==> config.mk <==
export PLATFORM = sky130hd
export DESIGN_NAME = regfile_verify_harness
export DESIGN_NICKNAME = d
export VERILOG_FILES = /design/src/rtl/regfile_verify_harness.sv
export SDC_FILE = /design/constraint.sdc
export NUM_CORES = 1
export LEC_CHECK = 0
export CORE_MARGIN = 2
export CORE_UTILIZATION = 45
export DETAILED_ROUTE_END_ITERATION = 10
export PLACE_DENSITY = 0.6
export REMOVE_ABC_BUFFERS = 1
export SLEW_MARGIN = 15
export SYNTH_ARGS = -nofsm -noshare
export SYNTH_HDL_FRONTEND = slang
export SYNTH_SLANG_ARGS = --single-unit
==> constraint.sdc <==
create_clock -name clock -period 11.8 [get_ports clock]
set_input_delay 1.18 -clock clock [delete_from_list [all_inputs] [get_ports clock]]
set_output_delay 1.18 -clock clock [all_outputs]
set_load 0.02 [all_outputs]
==> src/rtl/regfile_verify_harness.sv <==
// Self-check sequencer: runs the core for a set number of cycles and logs writebacks to a trace FIFO.
// It then scans every register through read port A against an expected-value memory.
module regfile_verify_harness #(
  parameter int unsigned DATA_W      = 32,
  parameter int unsigned NUM_REGS    = 32,
  parameter int unsigned ADDR_W      = 5,
  parameter int unsigned CYCLE_W     = 16,
  parameter int unsigned TRACE_DEPTH = 16
) (
  input  logic               clock,
  input  logic               reset,
  input  logic               start,
  input  logic [CYCLE_W-1:0] num_cycles,
  input  logic               rwe,
  input  logic [ADDR_W-1:0]  rd,
  input  logic [DATA_W-1:0]  rData,
  output logic               test_mode,
  output logic [ADDR_W-1:0]  rs1_test,
  input  logic [DATA_W-1:0]  regA,
  output logic [ADDR_W-1:0]  exp_addr,
  input  logic [DATA_W-1:0]  exp_data,
  output logic               trace_valid,
  input  logic               trace_ready,
  output logic [CYCLE_W-1:0] trace_cycle,
  output logic [ADDR_W-1:0]  trace_reg,
  output logic [DATA_W-1:0]  trace_data,
  output logic               trace_overflow,
  output logic               busy,
  output logic               done,
  output logic               pass,
  output logic [ADDR_W:0]    error_count,
  output logic [ADDR_W-1:0]  first_fail_reg
);

  localparam int unsigned PTR_W   = $clog2(TRACE_DEPTH);
  localparam int unsigned CNT_W   = PTR_W + 1;
  localparam int unsigned ERR_W   = ADDR_W + 1;
  localparam int unsigned ENTRY_W = CYCLE_W + ADDR_W + DATA_W;

  localparam logic [2:0] StIdle   = 3'd0;
  localparam logic [2:0] StRun    = 3'd1;
  localparam logic [2:0] StSettle = 3'd2;
  localparam logic [2:0] StCmp    = 3'd3;
  localparam logic [2:0] StDone   = 3'd4;

  logic [2:0]         state_q, state_d;
  logic [CYCLE_W-1:0] num_q, cycle_q;
  logic [ADDR_W-1:0]  idx_q, fail_q;
  logic [ERR_W-1:0]   err_q;

  logic [ENTRY_W-1:0] mem_q [TRACE_DEPTH];
  logic [PTR_W-1:0]   wptr_q, rptr_q;
  logic [CNT_W-1:0]   cnt_q;
  logic               ovf_q;

  logic start_ok, in_run, last_cycle, last_idx, mismatch;
  logic push_req, push, pop, full;
  logic [ENTRY_W-1:0] head;

  assign start_ok   = start && (state_q == StIdle || state_q == StDone);
  assign in_run     = (state_q == StRun);
  assign last_cycle = (cycle_q == num_q - CYCLE_W'(1));
  assign last_idx   = (idx_q == ADDR_W'(NUM_REGS - 1));
  assign mismatch   = (regA != exp_data);

  always_comb begin
    state_d = state_q;
    case (state_q)
      StIdle, StDone: begin
        if (start) state_d = (num_cycles == '0) ? StSettle : StRun;
      end
      StRun:    if (last_cycle) state_d = StSettle;
      StSettle: state_d = StCmp;
      StCmp:    state_d = last_idx ? StDone : StSettle;
      default:  state_d = StIdle;
    endcase
  end

  always_ff @(posedge clock) begin
    if (!reset) begin
      state_q <= StIdle;
      num_q   <= '0;
      cycle_q <= '0;
      idx_q   <= '0;
      err_q   <= '0;
      fail_q  <= '0;
    end else begin
      state_q <= state_d;
      if (start_ok) begin
        num_q   <= num_cycles;
        cycle_q <= '0;
        idx_q   <= '0;
        err_q   <= '0;
        fail_q  <= '0;
      end else begin
        if (in_run && !last_cycle) cycle_q <= cycle_q + CYCLE_W'(1);
        if (state_q == StCmp) begin
          if (mismatch) begin
            err_q <= err_q + ERR_W'(1);
            if (err_q == '0) fail_q <= idx_q;
          end
          if (!last_idx) idx_q <= idx_q + ADDR_W'(1);
        end
      end
    end
  end

  // Trace FIFO: a push into a full FIFO still lands if the head pops the same cycle.
  assign trace_valid = (cnt_q != '0);
  assign full        = (cnt_q == CNT_W'(TRACE_DEPTH));
  assign pop         = trace_valid && trace_ready;
  assign push_req    = in_run && rwe && (rd != '0);
  assign push        = push_req && (!full || pop);

  always_ff @(posedge clock) begin
    if (push) mem_q[wptr_q] <= {cycle_q, rd, rData};
  end

  always_ff @(posedge clock) begin
    if (!reset || start_ok) begin
      wptr_q <= '0;
      rptr_q <= '0;
      cnt_q  <= '0;
      ovf_q  <= 1'b0;
    end else begin
      if (push) wptr_q <= wptr_q + PTR_W'(1);
      if (pop)  rptr_q <= rptr_q + PTR_W'(1);
      if (push && !pop)      cnt_q <= cnt_q + CNT_W'(1);
      else if (pop && !push) cnt_q <= cnt_q - CNT_W'(1);
      if (push_req && full && !pop) ovf_q <= 1'b1;
    end
  end

  assign head           = mem_q[rptr_q];
  assign trace_cycle    = trace_valid ? head[ENTRY_W-1 -: CYCLE_W] : '0;
  assign trace_reg      = trace_valid ? head[DATA_W +: ADDR_W] : '0;
  assign trace_data     = trace_valid ? head[DATA_W-1:0] : '0;
  assign trace_overflow = ovf_q;

  assign test_mode      = (state_q == StSettle) || (state_q == StCmp);
  assign rs1_test       = test_mode ? idx_q : '0;
  assign exp_addr       = rs1_test;
  assign busy           = in_run || test_mode;
  assign done           = (state_q == StDone);
  assign pass           = done && (err_q == '0);
  assign error_count    = err_q;
  assign first_fail_reg = fail_q;

endmodule
==> results_dict.tcl, run 1 <==
set metrics [dict create \
    finalCriticalPeriod_ns 6.13 \
    yosysWarnings 0 \
    p_leak_uw 0.0130 \
    post-route-util_pct 53.3 \
    worst_setup_path_end_kind "primary output" \
    yosys-top-cells-area "edfxtp_1, mux4_2, dfxtp_1, xnor2_1, and2_1" \
    switching_share_pct 24.0 \
    ioPinCount 202 \
    start_kind "flop" \
    first_pass_iters 5 \
    fin_crit_sh_pct 52.0 \
    slew_viol_final 0 \
    drv_cap 0 \
    insertion_delay_ns 0.63 \
    tns_ns 0 \
    mostFrequentLayoutCells "edfxtp_1, mux4_2, clkdlybuf4s50_1" \
    ant_nets 0 \
    yosysSeqAreaShare_pct 73.8 \
    seqPwrFrac_pct 45.8 \
    syn_area_um2 36400 \
    clockBufferDepth 3 \
    antenna_found_initial 0 \
    row_count 104 \
    drt-initial-drc-count 1515 \
    num_vias 17900 \
    die_y_um 288 \
    rsz0062_at_grt "no" \
    cts_inserted_buffers 94 \
    syn_avg_cell_area_um2 20.6 \
    post_drt_via_cell_ratio 5.71 \
    htree_levels 3 \
    wl_per_cell_um 25.4 \
    die_x_um 288 \
    finalWirelength_mm 79.6 \
    p_int_uw 5970 \
    r2r_start "state_q[0]" \
    post_cts_resized 0 \
    synth-seq-cells 917 \
    min-delay-start "trace_overflow" \
    cts_tree "built" \
    synth-async-reset-ratio_pct 0 \
    hp-class "flop to flop" \
    clock.fmax_mhz 163 \
    yosys.area.top_type "edfxtp_1" \
    grt_max_degree 83 \
    path_clk_slew_ns 0.06 \
    critPathKind "flop to primary output" \
    synth_cells 1771 \
    cpMostUsedCell "mux4_2" \
    antenna_cells 0 \
    netlist.area_leader.share_pct 70.0 \
    crit_required_ns 10.62 \
    cp.arrival_ns 4.95 \
    ir_worst_vdd_mv 0.111 \
    max_stage_delay_ns 0.82 \
    r2r_setup_slack_ns 7.17 \
    reg_top3 "mem_q: 848 flops, cycle_q: 16 flops, num_q: 16 flops" \
    grt_pass1_wl_mm 119 \
    status "completed" \
    nets 2139 \
    final-setup-viol-count 0 \
    io_buffers 201 \
    top_register "mem_q" \
    p_total_uw 7850 \
    r2r_end "mem_q[13][15]" \
    final_hold_viol_count 0 \
    p_switching_uw 1880 \
    grt_pass1_vias 18800 \
    p_clk_share_pct 38.4 \
    track_usage_pct 19.4 \
    tightest_slew_ns 1.13 \
    layout_commonest_cell "edfxtp_1" \
    start_util_pct 45.3 \
    hold_path_end "trace_overflow" \
    fin_skew_ns 0.0230 \
    drc_errors 0 \
    grt_overflow_total 0 \
    synthFlopType "edfxtp_1" \
    crit_slowest_cell "dfxtp_4" \
    power.density_nw_per_um2 183 \
    post-cts-setup-buffers 0 \
    synth_cell_types 59 \
    largest_reg_flops 848 \
    root_buffer "clkbuf_16" \
    syn2layout_area_growth_pct 17.6 \
    crit_chain "buf_12 -> buf_4 -> mux4_2 -> mux4_2 -> and2_1 -> clkdlybuf4s50_1" \
    seq_area_um2 26900 \
    dp_hpwl_mm 43.1 \
    power_frac_comb_pct 15.9 \
    cts-hold-fix-buffers 0 \
    n_fill_cell 6152 \
    min_path_cells 2 \
    multi_input_area_um2 9150 \
    drive_above_1_share_pct 23.0 \
    rr_worst_depth 6 \
    worst-path-max-fanout 82 \
    slew_headroom_pct 24.8 \
    place.gp.congestion 0.764 \
    synth-edff-count 848 \
    core_um2 80300 \
    clkSinkCount 917 \
    die_area_um2 83200 \
]
[how the worst max path moves through the flow]
| stage | start | end | slack [ns] | depth (start not counted) |
|---|---|---|---|---|
| after floorplan | flop | trace_cycle[0] | 0.60 | 3 |
| after global placement | flop | trace_cycle[1] | 6.19 | 6 |
| after detailed placement | rd[0] | mem_q[13][14] | 6.15 | 8 |
| after CTS | flop | trace_cycle[5] | 5.49 | 6 |
| after global routing | flop | trace_cycle[2] | 5.29 | 6 |
| final | flop | trace_cycle[5] | 5.67 | 6 |
[area by class of cell]
type	instances	area share [%]
clock buffer	112	5.85
clock inverter	61	1.53
inverter	20	0.175
multi-input combinational	738	21.4
sequential	917	62.7
tap	1060	3.10
timing repair buffer	230	5.24
[Yosys cell counts, types with 5 or more instances]
library cell and n:
edfxtp_1 848, mux4_2 265, nand2_1 72, dfxtp_1 69, and2_1 64, clkbuf_1 62, nor2_1 53, xnor2_1 47
a21oi_1 20, buf_1 20, inv_1 20, xor2_1 18, nand4_1 17, a21boi_0 16, ha_1 15, nor4_1 15
nor3_1 14, nand3_1 13, or4_1 12, o21ai_0 10, a21oi_2 8, mux2i_1 8, nand2b_1 8, buf_4 7
o31ai_2 7, or3_1 7, and3_1 5, nor2b_1 5
[critical path: cells and delay by family (launching register included)]
kind | cells | cell delay (ns)
buffers and inverters | 3 | 2.05
multiplexers | 2 | 1.10
flip-flops | 1 | 0.82
AND/OR/NAND/NOR | 1 | 0.17
[logic make-up after synthesis]
kind of cell / after synthesis / synth area share, %
and+or+nand+nor: 298 / 4.33
muxes: 273 / 16.6
buffers and inverters: 116 / 1.41
adders and majority gates: 16 / 0.571
DFF: 917 / 73.8
xor gates and xnor gates: 66 / 1.63
AOI/OAI and AO/OA: 85 / 1.69
[metal layers]
layer / share of wire (%) / GRT usage, %
met1: 42 / 26.5
met2: 50 / 32.6
met3: 6.1 / 3.39
met4: 2.0 / 4.94
met5: 0 / 0
[through the flow]
step / setup WS (ns) / area, µm² / std cells / hold slack (ns)
after CTS: 5.49 / 42800 / 3138 / 0.472
after global placement: 6.19 / 39700 / 2965 / 0.444
after floorplan: 0.600 / 36000 / 1675 / 0.457
after detailed placement: 6.15 / 39700 / 2965 / 0.461
after global routing: 5.29 / 42800 / 3138 / 0.491
final: 5.67 / 42800 / 3138 / 0.468
[power by group through the flow]
stage          clock [µW]  combinational [µW]  sequential, µW
2_1_floorplan           0                 816            3740
3_3_place_gp            0                1260            3660
3_5_place_dp            0                1270            3670
4_1_cts              3070                1280            3600
5_1_grt              3200                1340            3600
6_report             3010                1240            3590
No activity file was read; power rests on OpenSTA's default activity.
==> run 2: changes to the inputs <==
Settings changed: PLACE_DENSITY 0.6 to 0.62.
Clock period 11.8 ns to 5.63 ns, I/O delays scaled along.
==> run 2 against run 1 <==
Net effect:
- worst hold slack worse by 0.0042 ns
- final cell count is 0.51% higher
- final area is 0.21% higher
- routed wire length is 0.99% lower
- clock-buffer cell count is 10 higher
- clock skew is 0.0022 ns lower
- sequential power is 110% higher
- combinational power is 110% higher
- critical path depth is 1 lower
- global-route usage is 0.28 points lower
- critical endpoint is now trace_reg[4]
- largest power group unchanged
- highest routed layer unchanged
==> results_dict.tcl, run 2 (same netlist as run 1, synthesis figures left out) <==
set metrics [dict create \
    ant_nets 0 \
    largest_reg_flops 848 \
    hold_path_end "first_fail_reg[0]" \
    worst_setup_path_end_kind "primary output" \
    placed_area_um2 40000 \
    ioPinCount 202 \
    syn2layout_area_growth_pct 17.9 \
    die_x_um 288 \
    tns_ns 0 \
    row_count 104 \
    cts_tree "built" \
    fin_skew_ns 0.0209 \
    status "completed" \
    r2r_setup_slack_ns 2.00 \
    io_buffers 201 \
    slew_viol_final 0 \
    first_pass_iters 7 \
    grt_pass1_wl_mm 118 \
    track_usage_pct 19.1 \
    fin_crit_sh_pct 78.3 \
    insertion_delay_ns 0.64 \
    nets 2156 \
    rsz0062_at_grt "no" \
    seq_area_um2 26900 \
    clock.fmax_mhz 227 \
    top_register "mem_q" \
    die_area_um2 83200 \
    die_y_um 288 \
    cpMostUsedCell "mux4_2" \
    wl_per_cell_um 25.0 \
    cp.arrival_ns 3.85 \
    r2r_end "cnt_q[4]" \
    post-cts-setup-buffers 0 \
    path_clk_slew_ns 0.06 \
    grt_pass1_vias 18900 \
    rr_worst_depth 12 \
    p_leak_uw 0.0130 \
    place.gp.congestion 0.810 \
    ir_worst_vdd_mv 0.329 \
    crit_slowest_cell "dfxtp_4" \
    final-setup-viol-count 0 \
    crit_required_ns 5.07 \
    clkSinkCount 917 \
    min_path_cells 2 \
    start_util_pct 45.3 \
    slew_headroom_pct 34.2 \
    reg_top3 "mem_q: 848 flops, cycle_q: 16 flops, num_q: 16 flops" \
    design_area_um2 42900 \
    drv_cap 0 \
    max_stage_delay_ns 0.91 \
    num_vias 17800 \
    cts-hold-fix-buffers 0 \
    core_um2 80300 \
    post_drt_via_cell_ratio 5.65 \
    antenna_found_initial 1 \
    root_buffer "clkbuf_16" \
    grt_overflow_total 0 \
    min-delay-start "first_fail_reg[0]" \
    crit_chain "buf_12 -> mux4_2 -> mux4_2 -> and2_1 -> clkdlybuf4s50_1" \
    drt-initial-drc-count 1393 \
    post_cts_resized 0 \
    grt_max_degree 57 \
    hp-class "flop to flop" \
    tightest_slew_ns 0.983 \
    clockBufferDepth 3 \
    n_fill_cell 6120 \
    cts_inserted_buffers 93 \
    power.density_nw_per_um2 376 \
    start_kind "flop" \
    drc_errors 0 \
    multi_input_area_um2 9150 \
    finalWirelength_mm 78.8 \
    final_hold_viol_count 0 \
    r2r_start "state_q[0]" \
    worst-path-max-fanout 38 \
    dp_hpwl_mm 43.1 \
    critPathKind "flop to primary output" \
    htree_levels 3 \
    layout_commonest_cell "edfxtp_1" \
    finalCriticalPeriod_ns 4.41 \
    mostFrequentLayoutCells "edfxtp_1, mux4_2, clkdlybuf4s50_1" \
    drive_above_1_share_pct 22.9 \
]
## run 2: cell types whose count changed in the layout (fill, tap and decap cells not counted), moves of 4 or more
cell       before  now
buf_4          28   32
clkinv_2       19   15
buf_12          1   15
bufinv_16      13    8
clkbuf_1       13   27
## run 2: area by class of cell
class / instances / share of cell area (%)
sequential: 917 / 62.6
multi-input combinational: 738 / 21.3
timing repair buffer: 248 / 5.95
clock buffer: 122 / 5.78
tap: 1060 / 3.09
clock inverter: 48 / 1.06
inverter: 20 / 0.175
antenna: 1 / 0.00583
## run 2: stage by stage
stage | hold slack, ns | setup WS (ns) | instances | power [µW] | utilization (%)
detailed placement | 0.456 | 1.24 | 2983 | 10400 | 49.8
global placement | 0.444 | 1.29 | 2983 | 10300 | 49.8
floorplan | 0.457 | -4.95 | 1675 | 9530 | -
finish | 0.464 | 1.22 | 3154 | 16100 | 53.4
CTS | 0.467 | 1.10 | 3153 | 16300 | 53.4
global route | 0.493 | 0.983 | 3153 | 16700 | 53.4
## run 2: where the power goes
part | total (µW) | switching (µW) | internal (µW)
Sequential | 7550 | 91.2 | 7450
Clock | 5960 | 2500 | 3460
Combinational | 2620 | 1300 | 1320
Total | 16100 | 3890 | 12200
## run 2: how the worst max path moves through the flow
stage	endpoint	slack [ns]	start	depth (start not counted)
2_1_floorplan	trace_cycle[0]	-4.95	flop	3
3_3_place_gp	cnt_q[4]	1.29	rd[2]	13
3_5_place_dp	cnt_q[4]	1.24	rd[2]	13
4_1_cts	trace_reg[4]	1.10	flop	5
6_report	trace_reg[4]	1.22	flop	5
5_1_grt	trace_reg[4]	0.98	flop	5
## run 2: layer usage
layer  wire, µm  global-route usage [%]  up-vias
met3       3790                    2.95       89
met1      33700                    25.9     9512
met5          0                       0        -
met2      39900                    32.6      467
met4       1350                    5.03        0
li1           -                       -     7767
## run 2: worst max-delay path, delay by kind of cell (launching register included)
family                 cells  cell delay [ns]
AND/OR/NAND/NOR            1             0.23
flip-flops                 1             0.91
multiplexers               2             1.03
buffers and inverters      2             0.98
